[src/rtl/board_pkg.sv]
// Shared constants, FSM state encoding and pixel payload type for the board redraw controller.
package board_pkg;

    localparam int unsigned GRID_W    = 18;
    localparam int unsigned NUM_CELLS = 9;
    localparam int unsigned ORIGIN_X0 = 37;
    localparam int unsigned ORIGIN_Y0 = 7;

    // Cell codes as stored two bits per cell in the grid word
    localparam logic [1:0] EMPTY    = 2'd0;
    localparam logic [1:0] O        = 2'd1;
    localparam logic [1:0] X        = 2'd2;
    localparam logic [1:0] RESERVED = 2'd3;

    localparam logic [2:0] WHITE  = 3'b111;
    localparam logic [2:0] LBLUE  = 3'b011;
    localparam logic [2:0] PURPLE = 3'b101;
    localparam logic [2:0] BLACK  = 3'b000;

    typedef enum logic [2:0] {
        ST_IDLE  = 3'd0,
        ST_LOAD  = 3'd1,
        ST_SETUP = 3'd2,
        ST_DRAW  = 3'd3,
        ST_DONE  = 3'd4
    } board_state_e;

    typedef struct packed {
        logic [7:0] x;
        logic [6:0] y;
        logic [2:0] colour;
    } pixel_t;

endpackage

[src/rtl/cell_colour_lut.sv]
// Maps a 2-bit cell code to its 3-bit VGA colour.
module cell_colour_lut
    import board_pkg::*;
(
    input  logic [1:0] code_i,
    output logic [2:0] colour_c
);

    always_comb begin
        colour_c = BLACK;
        case (code_i)
            EMPTY:    colour_c = WHITE;
            O:        colour_c = LBLUE;
            X:        colour_c = PURPLE;
            RESERVED: colour_c = BLACK;
            default:  colour_c = BLACK;
        endcase
    end

endmodule

[src/rtl/board_redraw_ctrl.sv]
// Redraws a 3x3 board as nine filled squares, one pixel per cycle, into a VGA plotter.
// Define BOARD_BORDER_EN to outline every tile in black.
module board_redraw_ctrl
    import board_pkg::*;
#(
    parameter int unsigned TILE_SIZE = 26,
    parameter int unsigned PITCH     = 30
) (
    input  logic              clock,
    input  logic              resetn,
    input  logic              start,
    input  logic [GRID_W-1:0] grid,
    output logic [7:0]        x,
    output logic [6:0]        y,
    output logic [2:0]        colour,
    output logic              plot,
    output logic              busy,
    output logic              done
);

    localparam int unsigned PIX_W = 5;
    localparam int unsigned IDX_W = 4;

    localparam logic [PIX_W-1:0] PIX_LAST  = PIX_W'(TILE_SIZE - 1);
    localparam logic [IDX_W-1:0] CELL_LAST = IDX_W'(NUM_CELLS - 1);

    localparam logic [2:0] IDLE  = ST_IDLE;
    localparam logic [2:0] LOAD  = ST_LOAD;
    localparam logic [2:0] SETUP = ST_SETUP;
    localparam logic [2:0] DRAW  = ST_DRAW;
    localparam logic [2:0] DONE  = ST_DONE;

    logic [2:0]        state_q, state_d;
    logic [GRID_W-1:0] snap_q,  snap_d;
    logic [IDX_W-1:0]  cell_q,  cell_d;
    logic [1:0]        row_q,   row_d;
    logic [1:0]        col_q,   col_d;
    logic [PIX_W-1:0]  px_q,    px_d;
    logic [PIX_W-1:0]  py_q,    py_d;
    logic [7:0]        x0_q,    x0_d;
    logic [6:0]        y0_q,    y0_d;
    pixel_t            pix_q,   pix_d;
    logic              plot_q,  plot_d;
    logic              busy_q,  busy_d;
    logic              done_q,  done_d;

    logic [1:0]        code_c;
    logic [2:0]        lut_colour_c;

    function automatic logic [7:0] origin_x(input logic [1:0] c);
        case (c)
            2'd0:    origin_x = 8'(ORIGIN_X0);
            2'd1:    origin_x = 8'(ORIGIN_X0 + PITCH);
            default: origin_x = 8'(ORIGIN_X0 + 2 * PITCH);
        endcase
    endfunction

    function automatic logic [6:0] origin_y(input logic [1:0] r);
        case (r)
            2'd0:    origin_y = 7'(ORIGIN_Y0);
            2'd1:    origin_y = 7'(ORIGIN_Y0 + PITCH);
            default: origin_y = 7'(ORIGIN_Y0 + 2 * PITCH);
        endcase
    endfunction

    // Colour comes from the snapshot, so grid changes mid-frame never leak in
    assign code_c = snap_q[{cell_q, 1'b0} +: 2];

    cell_colour_lut u_lut (
        .code_i   (code_c),
        .colour_c (lut_colour_c)
    );

    always_ff @(posedge clock or negedge resetn) begin
        if (!resetn) begin
            state_q <= IDLE;
            snap_q  <= '0;
            cell_q  <= '0;
            row_q   <= '0;
            col_q   <= '0;
            px_q    <= '0;
            py_q    <= '0;
            x0_q    <= '0;
            y0_q    <= '0;
            pix_q   <= '0;
            plot_q  <= 1'b0;
            busy_q  <= 1'b0;
            done_q  <= 1'b0;
        end else begin
            state_q <= state_d;
            snap_q  <= snap_d;
            cell_q  <= cell_d;
            row_q   <= row_d;
            col_q   <= col_d;
            px_q    <= px_d;
            py_q    <= py_d;
            x0_q    <= x0_d;
            y0_q    <= y0_d;
            pix_q   <= pix_d;
            plot_q  <= plot_d;
            busy_q  <= busy_d;
            done_q  <= done_d;
        end
    end

    // Next state plus the pixel that will be on the outputs during that state
    always_comb begin
        state_d = state_q;
        snap_d  = snap_q;
        cell_d  = cell_q;
        row_d   = row_q;
        col_d   = col_q;
        px_d    = px_q;
        py_d    = py_q;
        x0_d    = x0_q;
        y0_d    = y0_q;
        pix_d   = pix_q;
        plot_d  = 1'b0;
        busy_d  = 1'b0;
        done_d  = 1'b0;

        case (state_q)
            IDLE: begin
                if (start) begin
                    state_d = LOAD;
                end
            end
            LOAD: begin
                snap_d  = grid;
                cell_d  = '0;
                row_d   = '0;
                col_d   = '0;
                state_d = SETUP;
            end
            SETUP: begin
                x0_d    = origin_x(col_q);
                y0_d    = origin_y(row_q);
                px_d    = '0;
                py_d    = '0;
                state_d = DRAW;
            end
            DRAW: begin
                if (px_q != PIX_LAST) begin
                    px_d = px_q + PIX_W'(1);
                end else begin
                    px_d = '0;
                    if (py_q != PIX_LAST) begin
                        py_d = py_q + PIX_W'(1);
                    end else if (cell_q == CELL_LAST) begin
                        state_d = DONE;
                    end else begin
                        cell_d  = cell_q + IDX_W'(1);
                        state_d = SETUP;
                        if (col_q == 2'd2) begin
                            col_d = '0;
                            row_d = row_q + 2'd1;
                        end else begin
                            col_d = col_q + 2'd1;
                        end
                    end
                end
            end
            DONE: begin
                state_d = IDLE;
            end
            default: begin
                state_d = IDLE;
            end
        endcase

        busy_d = (state_d != IDLE);
        done_d = (state_d == DONE);

        if (state_d == DRAW) begin
            plot_d       = 1'b1;
            pix_d.x      = x0_d + 8'(px_d);
            pix_d.y      = y0_d + 7'(py_d);
            pix_d.colour = lut_colour_c;
`ifdef BOARD_BORDER_EN
            if ((px_d == '0) || (px_d == PIX_LAST) || (py_d == '0) || (py_d == PIX_LAST)) begin
                pix_d.colour = BLACK;
            end
`endif
        end
    end

    assign x      = pix_q.x;
    assign y      = pix_q.y;
    assign colour = pix_q.colour;
    assign plot   = plot_q;
    assign busy   = busy_q;
    assign done   = done_q;

endmodule

[config.mk]
export PLATFORM = sky130hd
export DESIGN_NAME = board_redraw_ctrl
export DESIGN_NICKNAME = d
export VERILOG_FILES = /design/src/rtl/board_pkg.sv /design/src/rtl/cell_colour_lut.sv /design/src/rtl/board_redraw_ctrl.sv
export SDC_FILE = /design/constraint.sdc
export NUM_CORES = 1
export LEC_CHECK = 0
export ABC_AREA = 1
export CELL_PAD_IN_SITES_DETAIL_PLACEMENT = 2
export CELL_PAD_IN_SITES_GLOBAL_PLACEMENT = 2
export CORE_UTILIZATION = 35
export CTS_BUF_LIST = sky130_fd_sc_hd__clkbuf_4 sky130_fd_sc_hd__clkbuf_8
export CTS_CLUSTER_SIZE = 30
export DETAILED_ROUTE_END_ITERATION = 10
export PLACE_DENSITY_LB_ADDON = 0.1
export SKIP_CTS_REPAIR_TIMING = 1
export SYNTH_ARGS = -nofsm -noshare
export SYNTH_HDL_FRONTEND = slang
export SYNTH_SLANG_ARGS = --single-unit
[constraint.sdc]
create_clock -name clock -period 3.4 [get_ports clock]
set_input_delay 0.34 -clock clock [delete_from_list [all_inputs] [get_ports clock]]
set_output_delay 0.34 -clock clock [all_outputs]
set_load 0.01 [all_outputs]
After elaboration in Yosys (flattened, before gate mapping)
Index checks and enable logic that the tools add are counted.

$add $sub $neg: 7. Eq/ne operators: 18. Shift operators: 1. Mux-type cells: 30. Reduce and logical (&&, ||, !) cells: 8.

Operators by type and width (count): case mux 7 bit (2 select lines) (2); case mux 3 bit (4 select lines) (2); case mux 5 bit (2 select lines) (2); indexed part select 18 x 6 -> 2 bit (1); 2-to-1 mux 2 bit (8); 2-to-1 mux 5 bit (3); 2-to-1 mux 3 bit (4); 2-to-1 mux 4 bit (3); adder 5 x 1 -> 5 bit, second input constant (2); != test 5 bit, second input constant (2); == test 3 x 2 -> 1 bit, second input constant (3); adder 8 x 5 -> 8 bit (1); 2-to-1 mux 8 bit (1); != test 2 bit, second input constant (4); case mux 2 bit (2 select lines) (2); case mux 4 bit (2 select lines) (1); adder 7 x 5 -> 7 bit (1); 2-to-1 mux 7 bit (1); == test 2 x 1 -> 1 bit, second input constant (3); == test 2 bit, second input constant (3); zero test 2 bit (3); AND reduction 5 bit (1); adder 2 x 1 -> 2 bit, second input constant (2); adder 4 x 1 -> 4 bit, second input constant (1); other kinds (8) (8).

Register bits: 75. Input port bits: 21. Output and inout bits: 21.

Logic depth before layout (Yosys ltp)
Depth in word-level cells: 7. Depth in mapped cells: 17.

Hierarchy
From an unflattened synthesis, not the netlist that was laid out.

Cells, all modules: 436. Area, all modules: 3729.8 sq um.

By module, submodules not included: board_redraw_ctrl (times used 1, cells each 433, area each 3718.6 sq um, sequential area each 1876.8 sq um); cell_colour_lut (times used 1, cells each 3, area each 11.3 sq um, sequential area each 0.0 sq um).

Worst setup path before layout
No wires, ideal clock.

Kind: flip-flop to flip-flop. Start point: register px_q[1]. End point: register pix_q (netlist bit y[6]). Library setup time: 0.121 ns. Data arrival time: 2.272 ns. Slack: 1.007 ns. Cell stages (with the launch flop): 18. Path buffers: 0. Clock period less this slack: 2.393 ns. Cell sequence: dfrtp_1 -> inv_1 -> ha_1 -> nand2_1 -> inv_1 -> nand2_2 -> inv_1 -> nand3_1 -> o21ai_0 -> a21oi_1 -> ha_1 -> fa_1 -> nand3_1 -> nand2_1 -> nand2_1 -> a21oi_1 -> xnor2_1 -> o21ai_1.

Longest elaborated chain between the ends: 4.

Ends and longest elaborated chain: from (decl) (RTL line board_redraw_ctrl.sv:38) `logic [PIX_W-1:0] px_q, px_d;`; from (signal assigned) (RTL line board_redraw_ctrl.sv:95) `px_q <= px_d;`; != test 5 bit (RTL line board_redraw_ctrl.sv:143) `if (px_q != PIX_LAST) begin`; 2-to-1 mux 5 bit (RTL line board_redraw_ctrl.sv:143); case mux 5 bit (2 select lines) (RTL line board_redraw_ctrl.sv:122) `case (state_q)`; net py_d[0] (RTL line board_redraw_ctrl.sv:39) `logic [PIX_W-1:0] py_q, py_d;`; adder 7 x 5 -> 7 bit (RTL line board_redraw_ctrl.sv:177) `pix_d.y = y0_d + 7'(py_d);`; to (signal assigned) (RTL line board_redraw_ctrl.sv:99) `pix_q <= pix_d;`; to (decl) (RTL line board_redraw_ctrl.sv:42) `pixel_t pix_q, pix_d;`.

The timed path passes the listed nets, and every way through them passes these cells. A chain may end at the register's enable or synchronous reset.

Worst setup path after layout
Ends and elaborated chain as after synthesis.

==> flow_summary.json <==
{
  "total_die_area_um2": 10900,
  "start_kind": "flip-flop",
  "setup_violations": 0,
  "share_seq_of_total_power_pct": 51.2,
  "dp_slack_ns": 0.605,
  "slowest_delay_ns": 0.41,
  "postSynthCellCount": 422,
  "all_layer_global_routing_usage_pct": 20.5,
  "worst_setup_path_startpoint": "px_q[1]$_DFF_PN0_",
  "final_util_pct": 43.5,
  "slew-limit-headroom_pct": 34.4,
  "place.port_buffers": 41,
  "fin_ws_ns": 0.573,
  "report.final.hold_viol_count": 0,
  "die_x_um": 105,
  "syn-cell-area_um2": 3680,
  "placed_cells": 594,
  "grt_pass1_wl_um": 17400,
  "critical_path_class": "reg2reg",
  "fillCellCount": 1160,
  "leakage_nw": 2.12,
  "crit_slowest_cell": "sky130_fd_sc_hd__dfrtp_1",
  "synth.yosys.seq_area_share_pct": 51.0,
  "max-clock-path-buffers": 2,
  "timing_max_transition_violations_final": 0,
  "peakVddDrop_v": 0.000147,
  "max_freq_mhz": 354,
  "footprint_of_the_flip_flops_and_latches_um2": 1880,
  "worstPathCellList": "inv_1, ha_1, nand2_1, inv_1, nand2_2, inv_1, nand3_1, o21ai_0, a21oi_1, ha_1, fa_1, nand3_1, nand2_1, nand2_1, a21oi_1, xnor2_1, o21ai_1",
  "layout_common_cells": "sky130_fd_sc_hd__nand2_1, sky130_fd_sc_hd__dfrtp_1, sky130_fd_sc_hd__inv_1, sky130_fd_sc_hd__clkdlybuf4s50_1, sky130_fd_sc_hd__o21ai_0",
  "worstReg2RegStart": "px_q[1]$_DFF_PN0_",
  "final_common_cell": "sky130_fd_sc_hd__nand2_1",
  "ant_nets": 0,
  "syn2layout_area_growth_pct": 21.5,
  "vias": 3006,
  "p_int_mw": 1.39,
  "power_density_nw_per_um2": 398,
  "setup_total_negative_slack_ns": 0,
  "clkTransAtPathRegs_ns": 0.08,
  "drcViolationCount": 0,
  "design.portCount": 42,
  "flip_flop_and_latch_count_after_synthesis": 75,
  "max-cap-violations": 0,
  "place_hpwl_um": 6920,
  "cts_max_level": 3,
  "power_switching_mw": 0.383,
  "synth_nets": 464,
  "start_util_pct": 35.8,
  "min_path_type": "in2async",
  "post_synth_num_cell_types": 35,
  "layoutNonFillerInstCount": 610,
  "totalWireLength_um": 9740,
  "power.switching_fraction_pct": 21.6,
  "worstSkewPairLatency_ns": 0.37,
  "multiInputGateArea_um2": 1570,
  "fin_nets": 511,
  "grt_start_max_net_pins": 76,
  "drt_iter0_markers": 41,
  "synthesis.yosys.warnings": 0,
  "drt_first_pass_iters": 4,
  "crit_path_max_fanout": 5,
  "rsz0062_at_grt": "false",
  "synth.top_cells.by_area": "sky130_fd_sc_hd__dfrtp_1, sky130_fd_sc_hd__nand2_1, sky130_fd_sc_hd__ha_1",
  "overflow": 0,
  "grt_pass1_vias": 3498,
  "post_route_cells_drive_above_1_share_pct": 9.28,
  "timing.critical_path.arrival_ns": 3.08,
  "rrSetupSlack_ns": 0.57,
  "synth.avg_cell_area_um2": 8.71,
  "final.min_clock_period_ns": 2.83,
  "p_clk_share_pct": 45.4,
  "n_antenna_cell": 0,
  "run_status": "finished clean",
  "endpoint_kind": "flip-flop",
  "buffer_type_at_the_clock_tree_root": "sky130_fd_sc_hd__clkbuf_8",
  "die-height_um": 105,
  "num_rows": 37,
  "timing.clock.skew_ns": 0.00961,
  "slew_at_the_pin_closest_to_its_max_slew_limit_ns": 0.984,
  "clkSinkCount": 75,
  "share_of_total_power_in_combinational_logic_pct": 3.4,
  "detail_routed_via_count_per_cell": 4.93,
  "timing.critical_path.required_ns": 3.65,
  "antenna_violations_before_repair": 0,
  "gpl.final_weighted_congestion": 0.766,
  "netlist.area_leader.share_pct": 51.0,
  "finalCritPeriodShare_pct": 83.1,
  "post_synthesis_cell_type_with_the_largest_combined_area": "sky130_fd_sc_hd__dfrtp_1",
  "cts_tree": "yes",
  "timing.rr.end": "y[6]$_DFFE_PN0P_",
  "r2r.worst_path.cells": 17,
  "coreArea_um2": 10300,
  "drt-wirelength-per-cell_um": 16.0,
  "cts_inserted_buffers": 9
}
==> synth_stat cells <==
library cell                 n
sky130_fd_sc_hd__inv_1      40
sky130_fd_sc_hd__ha_1       19
sky130_fd_sc_hd__nand3_2     1
sky130_fd_sc_hd__o21a_1      1
sky130_fd_sc_hd__nor3_2      1
sky130_fd_sc_hd__or2_0       1
sky130_fd_sc_hd__o21ai_1    10
sky130_fd_sc_hd__nor2_2      2
sky130_fd_sc_hd__o22ai_1     4
sky130_fd_sc_hd__a21oi_1    15
sky130_fd_sc_hd__o21ai_0    27
sky130_fd_sc_hd__fa_1        2
sky130_fd_sc_hd__buf_6       1
sky130_fd_sc_hd__nor2_4      4
sky130_fd_sc_hd__nand2_1   124
sky130_fd_sc_hd__buf_4       2
sky130_fd_sc_hd__o41ai_1     1
sky130_fd_sc_hd__xor2_1      5
sky130_fd_sc_hd__nand2_2     5
sky130_fd_sc_hd__o221ai_1    1
sky130_fd_sc_hd__or3_1       1
sky130_fd_sc_hd__clkbuf_1    5
sky130_fd_sc_hd__nand3_1    20
sky130_fd_sc_hd__o211ai_1    3
sky130_fd_sc_hd__inv_2       8
sky130_fd_sc_hd__nor4_1      1
sky130_fd_sc_hd__or2_2       2
sky130_fd_sc_hd__buf_2       1
sky130_fd_sc_hd__dfrtp_1    75
sky130_fd_sc_hd__xnor2_1     7
sky130_fd_sc_hd__nand4_1     5
sky130_fd_sc_hd__nor2_1     24
sky130_fd_sc_hd__or2_1       2
sky130_fd_sc_hd__a31oi_1     1
sky130_fd_sc_hd__o32ai_1     1
==> layer usage <==
metal  up-vias  part of all wire, %  wire length [um]  global-route usage (%)
li1       1443                    -                 -                       -
met1      1514                   42              4130                    23.7
met2        36                   54              5250                    37.6
met3        13                  1.9               188                    2.88
met4         0                  1.8               176                    8.27
met5         -                    0                 0                       0
==> cell families (layout without fill, tap and decap cells) <==
family          count (synthesis)  in the layout  synth area share [%]
buf+inv                        57            109                  6.26
flops                          75             75                  51.0
xor+xnor                       12             12                  2.86
compound gates                 64             64                  9.46
fa+ha+maj                      21             21                  7.55
simple gates                  193            193                  22.8
==> final cells by class <==
class / count / area share [%]
clock buffers: 12 / 3.56
clock inverters: 4 / 1.62
inverters: 48 / 4.03
multi-input cells: 290 / 35.2
flip-flops and latches: 75 / 42.0
well taps: 136 / 3.81
repair buffers: 45 / 9.80
==> worst max-delay path by stage <==
stage,endpoint,depth (start not counted)
final,y[6]$_DFFE_PN0P_,17
after global routing,y[6]$_DFFE_PN0P_,17
after CTS,y[6]$_DFFE_PN0P_,17
after detailed placement,y[6]$_DFFE_PN0P_,17
after global placement,y[5]$_DFFE_PN0P_,13
after floorplan,y[6]$_DFFE_PN0P_,17
==> stage by stage <==
stage / total power [mW] / area [um2] / hold slack, ns
2_1_floorplan: 0.940 / 3680 / 0.0444
3_3_place_gp: 0.988 / 4240 / 0.445
3_5_place_dp: 0.990 / 4240 / 0.446
4_1_cts: 1.80 / 4470 / 0.169
5_1_grt: 1.84 / 4470 / 0.190
6_report: 1.78 / 4470 / 0.127
==> sequential cells by signal (all words and copies together) (netlist names) <==
register and cells:
col_q 2, colour 3, snap_q 18, busy 1, cell_q 4, row_q 2
py_q 5, plot 1, x 8, state_q 3, x0_q 8, done 1
px_q 5, y 7, y0_q 7
==> worst max-delay path, delay by kind of cell, from the launching register on <==
| family | cells | cell delay [ns] |
|---|---|---|
| fa+ha+maj | 3 | 0.79 |
| simple gates | 6 | 0.57 |
| compound gates | 4 | 0.43 |
| flops | 1 | 0.41 |
| buf+inv | 3 | 0.32 |
| xor+xnor | 1 | 0.18 |
==> power by group through the flow <==
stage               clock [mW]  sequential, mW  combinational [mW]
global placement             0           0.928              0.0600
CTS                      0.830           0.910              0.0622
detailed placement           0           0.928              0.0621
floorplan                    0           0.927              0.0125
finish                   0.807           0.910              0.0596
global route             0.859           0.912              0.0683
Power figures use the tool's default switching activity.
